==> src/rtl/serial_add_sub.sv <==
// Purpose : bit-serial WIDTH-bit adder/subtractor, one full-adder cell, LSB first.
// Latency : start accepted at edge N -> done high for one cycle after edge N+WIDTH.
// Backpr. : start is ignored while busy; start during done launches back-to-back.
//
// Optional feature macro: SERIAL_ADD_FLAGS_EN (adds overflow/zero ports + logic).
//
// Ports:
//   clk       rising-edge clock
//   rst_n     asynchronous active-low reset
//   start     operation request, accepted when not busy (IDLE or DONE)
//   sub       0: a+b, 1: a-b (captured with operands)
//   a, b      WIDTH-bit operands, captured on accepted start
//   busy      high while bits are being processed
//   done      one-cycle pulse when result/cout (and flags) become valid
//   result    sum/difference, held until the next accepted start
//   cout      final carry out (subtraction: 1 = no borrow)
//   overflow  signed overflow            (SERIAL_ADD_FLAGS_EN only)
//   zero      result == 0                (SERIAL_ADD_FLAGS_EN only)
module serial_add_sub #(
  parameter int WIDTH = 32
) (
  input  logic             clk,
  input  logic             rst_n,
  input  logic             start,
  input  logic             sub,
  input  logic [WIDTH-1:0] a,
  input  logic [WIDTH-1:0] b,
  output logic             busy,
  output logic             done,
  output logic [WIDTH-1:0] result,
  output logic             cout
`ifdef SERIAL_ADD_FLAGS_EN
  ,
  output logic             overflow,
  output logic             zero
`endif
);

  // Derived counter width; not meant to be overridden.
  localparam int CNT_W = (WIDTH > 1) ? $clog2(WIDTH) : 1;
  localparam logic [CNT_W-1:0] LAST_CNT = CNT_W'(WIDTH - 1);

  typedef enum logic [1:0] {
    S_IDLE = 2'd0,
    S_RUN  = 2'd1,
    S_DONE = 2'd2
  } state_t;

  state_t             state_q, state_d;
  logic [WIDTH-1:0]   a_sh_q, a_sh_d;
  logic [WIDTH-1:0]   b_sh_q, b_sh_d;
  logic               carry_q, carry_d;
  logic [CNT_W-1:0]   cnt_q, cnt_d;
  logic [WIDTH-1:0]   result_q, result_d;
  logic               cout_q, cout_d;
`ifdef SERIAL_ADD_FLAGS_EN
  logic               ovf_q, ovf_d;
  logic               zero_q, zero_d;
`endif

  logic               accept;
  logic               last_bit;
  logic               fa_sum;
  logic               fa_co;
  logic [WIDTH-1:0]   result_next;

  // New work is only taken when the shifter is free.
  assign accept   = start && (state_q != S_RUN);
  assign last_bit = (cnt_q == LAST_CNT);

  // The single full-adder cell.
  assign fa_sum = a_sh_q[0] ^ b_sh_q[0] ^ carry_q;
  assign fa_co  = (a_sh_q[0] & b_sh_q[0]) | (carry_q & (a_sh_q[0] ^ b_sh_q[0]));

  // Sum bits enter at the MSB and walk down, so after WIDTH shifts bit 0
  // sits at result[0].
  assign result_next = {fa_sum, result_q[WIDTH-1:1]};

  // ---------------------------------------------------------------------
  // Next-state / control
  // ---------------------------------------------------------------------
  always_comb begin
    state_d = state_q;
    case (state_q)
      S_IDLE:  if (start)    state_d = S_RUN;
      S_RUN:   if (last_bit) state_d = S_DONE;
      S_DONE:  state_d = start ? S_RUN : S_IDLE;
      default: state_d = S_IDLE;
    endcase
  end

  // ---------------------------------------------------------------------
  // Datapath next values
  // ---------------------------------------------------------------------
  always_comb begin
    a_sh_d   = a_sh_q;
    b_sh_d   = b_sh_q;
    carry_d  = carry_q;
    cnt_d    = cnt_q;
    result_d = result_q;
    cout_d   = cout_q;
`ifdef SERIAL_ADD_FLAGS_EN
    ovf_d    = ovf_q;
    zero_d   = zero_q;
`endif

    if (accept) begin
      // Subtraction is a + ~b + 1: invert b here, seed the carry with 1.
      a_sh_d   = a;
      b_sh_d   = sub ? ~b : b;
      carry_d  = sub;
      cnt_d    = '0;
      result_d = '0;
      cout_d   = 1'b0;
`ifdef SERIAL_ADD_FLAGS_EN
      ovf_d    = 1'b0;
      zero_d   = 1'b0;
`endif
    end else if (state_q == S_RUN) begin
      a_sh_d   = {1'b0, a_sh_q[WIDTH-1:1]};
      b_sh_d   = {1'b0, b_sh_q[WIDTH-1:1]};
      carry_d  = fa_co;
      cnt_d    = cnt_q + CNT_W'(1);
      result_d = result_next;
      if (last_bit) begin
        cout_d = fa_co;
`ifdef SERIAL_ADD_FLAGS_EN
        // carry_q is the carry into the MSB on this cycle, so the signed
        // overflow can be formed without a separate capture register.
        ovf_d  = carry_q ^ fa_co;
        zero_d = (result_next == '0);
`endif
      end
    end
  end

  // ---------------------------------------------------------------------
  // Registers
  // ---------------------------------------------------------------------
  always_ff @(posedge clk or negedge rst_n) begin
    if (!rst_n) begin
      state_q  <= S_IDLE;
      a_sh_q   <= '0;
      b_sh_q   <= '0;
      carry_q  <= 1'b0;
      cnt_q    <= '0;
      result_q <= '0;
      cout_q   <= 1'b0;
    end else begin
      state_q  <= state_d;
      a_sh_q   <= a_sh_d;
      b_sh_q   <= b_sh_d;
      carry_q  <= carry_d;
      cnt_q    <= cnt_d;
      result_q <= result_d;
      cout_q   <= cout_d;
    end
  end

`ifdef SERIAL_ADD_FLAGS_EN
  always_ff @(posedge clk or negedge rst_n) begin
    if (!rst_n) begin
      ovf_q  <= 1'b0;
      zero_q <= 1'b0;
    end else begin
      ovf_q  <= ovf_d;
      zero_q <= zero_d;
    end
  end

  assign overflow = ovf_q;
  assign zero     = zero_q;
`endif

  // Outputs are straight decodes of registered state.
  assign busy   = (state_q == S_RUN);
  assign done   = (state_q == S_DONE);
  assign result = result_q;
  assign cout   = cout_q;

endmodule

==> config.mk <==
export PLATFORM = sky130hd
export DESIGN_NAME = serial_add_sub
export DESIGN_NICKNAME = d
export VERILOG_FILES = /design/src/rtl/serial_add_sub.sv
export SDC_FILE = /design/constraint.sdc
export NUM_CORES = 1
export LEC_CHECK = 0
export ABC_AREA = 1
export CAP_MARGIN = 20
export CORE_ASPECT_RATIO = 0.5
export CORE_MARGIN = 4
export CORE_UTILIZATION = 45
export CTS_CLUSTER_SIZE = 25
export DETAILED_ROUTE_END_ITERATION = 10
export GPL_ROUTABILITY_DRIVEN = 0
export GPL_TIMING_DRIVEN = 0
export PLACE_DENSITY_LB_ADDON = 0.08
export SYNTH_ARGS = -nofsm -noshare
export SYNTH_HDL_FRONTEND = slang
export SYNTH_SLANG_ARGS = --single-unit
==> constraint.sdc <==
create_clock -name clk -period 1.5 [get_ports clk]
set_input_delay 0.375 -clock clk [delete_from_list [all_inputs] [get_ports clk]]
set_output_delay 0.375 -clock clk [all_outputs]
set_load 0.02 [all_outputs]
==> out/results.tsv <==
stage	metric	value	unit
floorplan	Die Area	12900	µm²
cts	CTS buffer count	9	
critical_path	Worst EP arrival	1.17	ns
drt	DRC	0	
synthesis	synthesized flop and latch total	105	
cts	CTS Buffer Depth	2	
cts	Worst-Skew Late Latency	0.34	ns
outcome	status	finished with violations	
cells_and_area	most frequent cells in the layout	239 x nand2_1, 128 x nand3_1, 104 x dfrtp_1, 67 x inv_1, 64 x clkdlybuf4s50_1	
power	pwr dens	1620	nW/µm²
hold_path	worst hold path startpoint	start	
timing	slew margin rel.	66.1	%
synthesis	synthesized area	4970	µm²
floorplan	chip width	157	µm
floorplan	Core Box Area	10500	µm²
synthesis	syn_nets	706	
grt	gr ovfl total	0	
critical_path	flop-to-flop setup slack	0.10	ns
cts	CTS clk-pin slew, worst paths	0.07	ns
power	VDD IR max	0.614	mV
place	number of port buffers	100	
critical_path	WP data required	1.12	ns
floorplan	# IOs	103	
cts	CTS tree	done	
critical_path	CP Capture Type	output pin	
cts	Root Driver	clkbuf_16	
grt	vias in the first global route	4164	
cells_and_area	layout cells sized above 1	8.45	%
synthesis	Syn Area/Cell	7.83	µm²
critical_path	RR Endpoint	b_sh_q[30]	
drt	routed vias	4428	
synthesis	FFs w/ async S/R, synth	100	%
floorplan	starting density of the core	47.5	%
drt	Antenna Nets Post-Route	0	
power	Pleak	3.39	nW
grt	largest net degree at the start of global routing	71	
timing	Tmin final	1.55	ns
synthesis	sequential share of the synthesized area	52.8	%
cells_and_area	Area growth, synth to finish	30.2	%
power	P_sw	0.00388	W
synthesis	Synth cell types	20	
timing	final setup TNS	-0.0468	ns
hold_path	worst hold endpoint	a_sh_q[2]	
critical_path	Startpoint Class	register	
floorplan	Die Y	82.3	µm
timing	final worst slack	-0.0468	ns
timing	max frequency	646	MHz
power	P_int	0.00661	W
job	Max-Cap Viols	0	
timing	period utilisation layout	103	%
hold_path	Hold Crit Class	input pin to register	
timing	worst clock skew	0.00486	ns
power	Net Sw Frac	37.0	%
power	power share of the clock group	21.1	%
cells_and_area	Antenna Cells	0	
timing	final setup violation count	1	
cts	H-tree levels	3	
cells_and_area	Final Util	61.8	%
timing	Slew @ Worst Pin	0.509	ns
cells_and_area	commonest non-fill, non-tap cell in the layout	nand2_1	
power	Combinational Power Share	35.6	%
cts	clock sink count	105	
drt	DR iter-0 viols	280	
synthesis	Post-Syn Instances	635	
floorplan	Rows	26	
outcome	failing checks	setup timing	
drt	Vias/cell	4.94	
hold_path	hold path cells	3	
synthesis	Ys Warns	0	
critical_path	R2R depth	5	
synthesis	predominant post-synthesis flop cell	dfrtp_1	
drt	Avg WL per Cell	13.2	µm
grt	initial antenna violation count	0	
grt	Total GRT Usage	19.3	%
synthesis	EDFF count, synth	0	
cells_and_area	Filler cells	983	
timing	final hold viol count	0	
timing	Hold WS	0.407	ns
timing	count of pins over their slew limit	0	
critical_path	worst r2r src	state_q[1]	
cells_and_area	nets@finish	824	
place	post-DP HPWL	8.60	mm
critical_path	Worst Path Max Fanout	7	
critical_path	WS Path Type	register to output pin	
drt	drt pass-1 iters	4	
grt	first-pass GRT wire length	20.0	mm
drt	Routed WL	11.8	mm
timing	RSZ-0062 raised after global routing	yes	
power	Final Power	0.0105	W
power	Sequential Power Share	43.3	%
[registers in the layout, indices dropped and copies added (netlist names)]
register and flops:
a_sh_q 32, result 32, cout 1, carry_q 1, state_q 2, cnt_q 5, b_sh_q 32
[stage by stage]
| stage | setup slack (ns) | area, µm² | std cells |
|---|---|---|---|
| floorplan | 0.300 | 4970 | 635 |
| global placement | -3.96 | 6150 | 875 |
| detailed placement | -0.463 | 6170 | 876 |
| CTS | -0.0937 | 6440 | 893 |
| global route | -0.0934 | 6470 | 897 |
| finish | -0.0468 | 6470 | 897 |
[Yosys cell counts, types with 2 or more instances]
library cell | number | area, µm²
nand2_1 | 240 | 901
nand3_1 | 128 | 641
dfrtp_1 | 105 | 2630
inv_1 | 67 | 251
o22ai_1 | 31 | 194
buf_2 | 25 | 125
clkbuf_1 | 12 | 45.0
inv_2 | 5 | 18.8
nor2_1 | 5 | 18.8
o21ai_0 | 3 | 15.0
buf_4 | 2 | 15.0
buf_6 | 2 | 22.5
ha_1 | 2 | 25.0
o21ai_1 | 2 | 10.0
[cell type report]
class                           count  area [µm²]  share of cell area (%)
Inverter                           72         270                    4.18
Sequential cell                   105        2630                    40.6
Timing Repair Buffer              107        1030                    16.0
Buffer                             41         214                    3.31
Multi-Input combinational cell    417        1870                    28.9
Clock inverter                      6        52.6                   0.812
Tap cell                          140         175                    2.71
Clock buffer                        9         225                    3.48
[worst max-delay path, cell delays in order, from the launching register on]
cell	delay, ns
dfrtp_2	0.42
inv_2	0.06
nor2_4	0.10
buf_6	0.14
buf_6	0.12
[what timing repair did]
item | in CTS | in global routing
pin swaps | 1 | 1
setup endpoints to repair | 35 | 5
hold buffers | 1 | 0
endpoints found under the hold margin | 32 | 0
resized for setup | 48 | 2
buffers inserted | 1 | 4
[worst max path at each step]
stage / slack (ns) / start / end / depth (start not counted)
final: -0.05 / state_q[0] / busy / 4
after global routing: -0.09 / state_q[0] / busy / 4
after CTS: -0.09 / state_q[0] / busy / 4
after detailed placement: -0.46 / state_q[0] / busy / 4
after global placement: -3.96 / rst_n / b_sh_q[19] / 1
after floorplan: 0.30 / cnt_q[0] / cout / 8
[power groups by stage]
| stage | clock [W] | combinational, W | sequential, W |
|---|---|---|---|
| after floorplan | 0 | 0.00201 | 0.00489 |
| after CTS | 0.00226 | 0.00374 | 0.00454 |
| after global placement | 0 | 0.00384 | 0.00457 |
| after global routing | 0.00240 | 0.00421 | 0.00469 |
| after detailed placement | 0 | 0.00394 | 0.00459 |
| final | 0.00221 | 0.00374 | 0.00454 |
[metal layers]
metal	share of wire (%)	track usage, %	routed length (µm)	up-vias
li1	-	-	-	2252
met1	49	28.5	5780	2064
met2	45	30.3	5350	103
met3	5.4	3.75	634	9
met4	0.63	3.38	74	0
met5	0	0	0	-
[cell families after synthesis]
kind of cell	synth area share [%]
buffers and inverters	9.61
xor gates and xnor gates	0.176
adders and majority gates	0.906
AOI/OAI and AO/OA	4.50
DFF	52.8
and+or+nand+nor	32.0
Power figures use the tool's default switching activity.
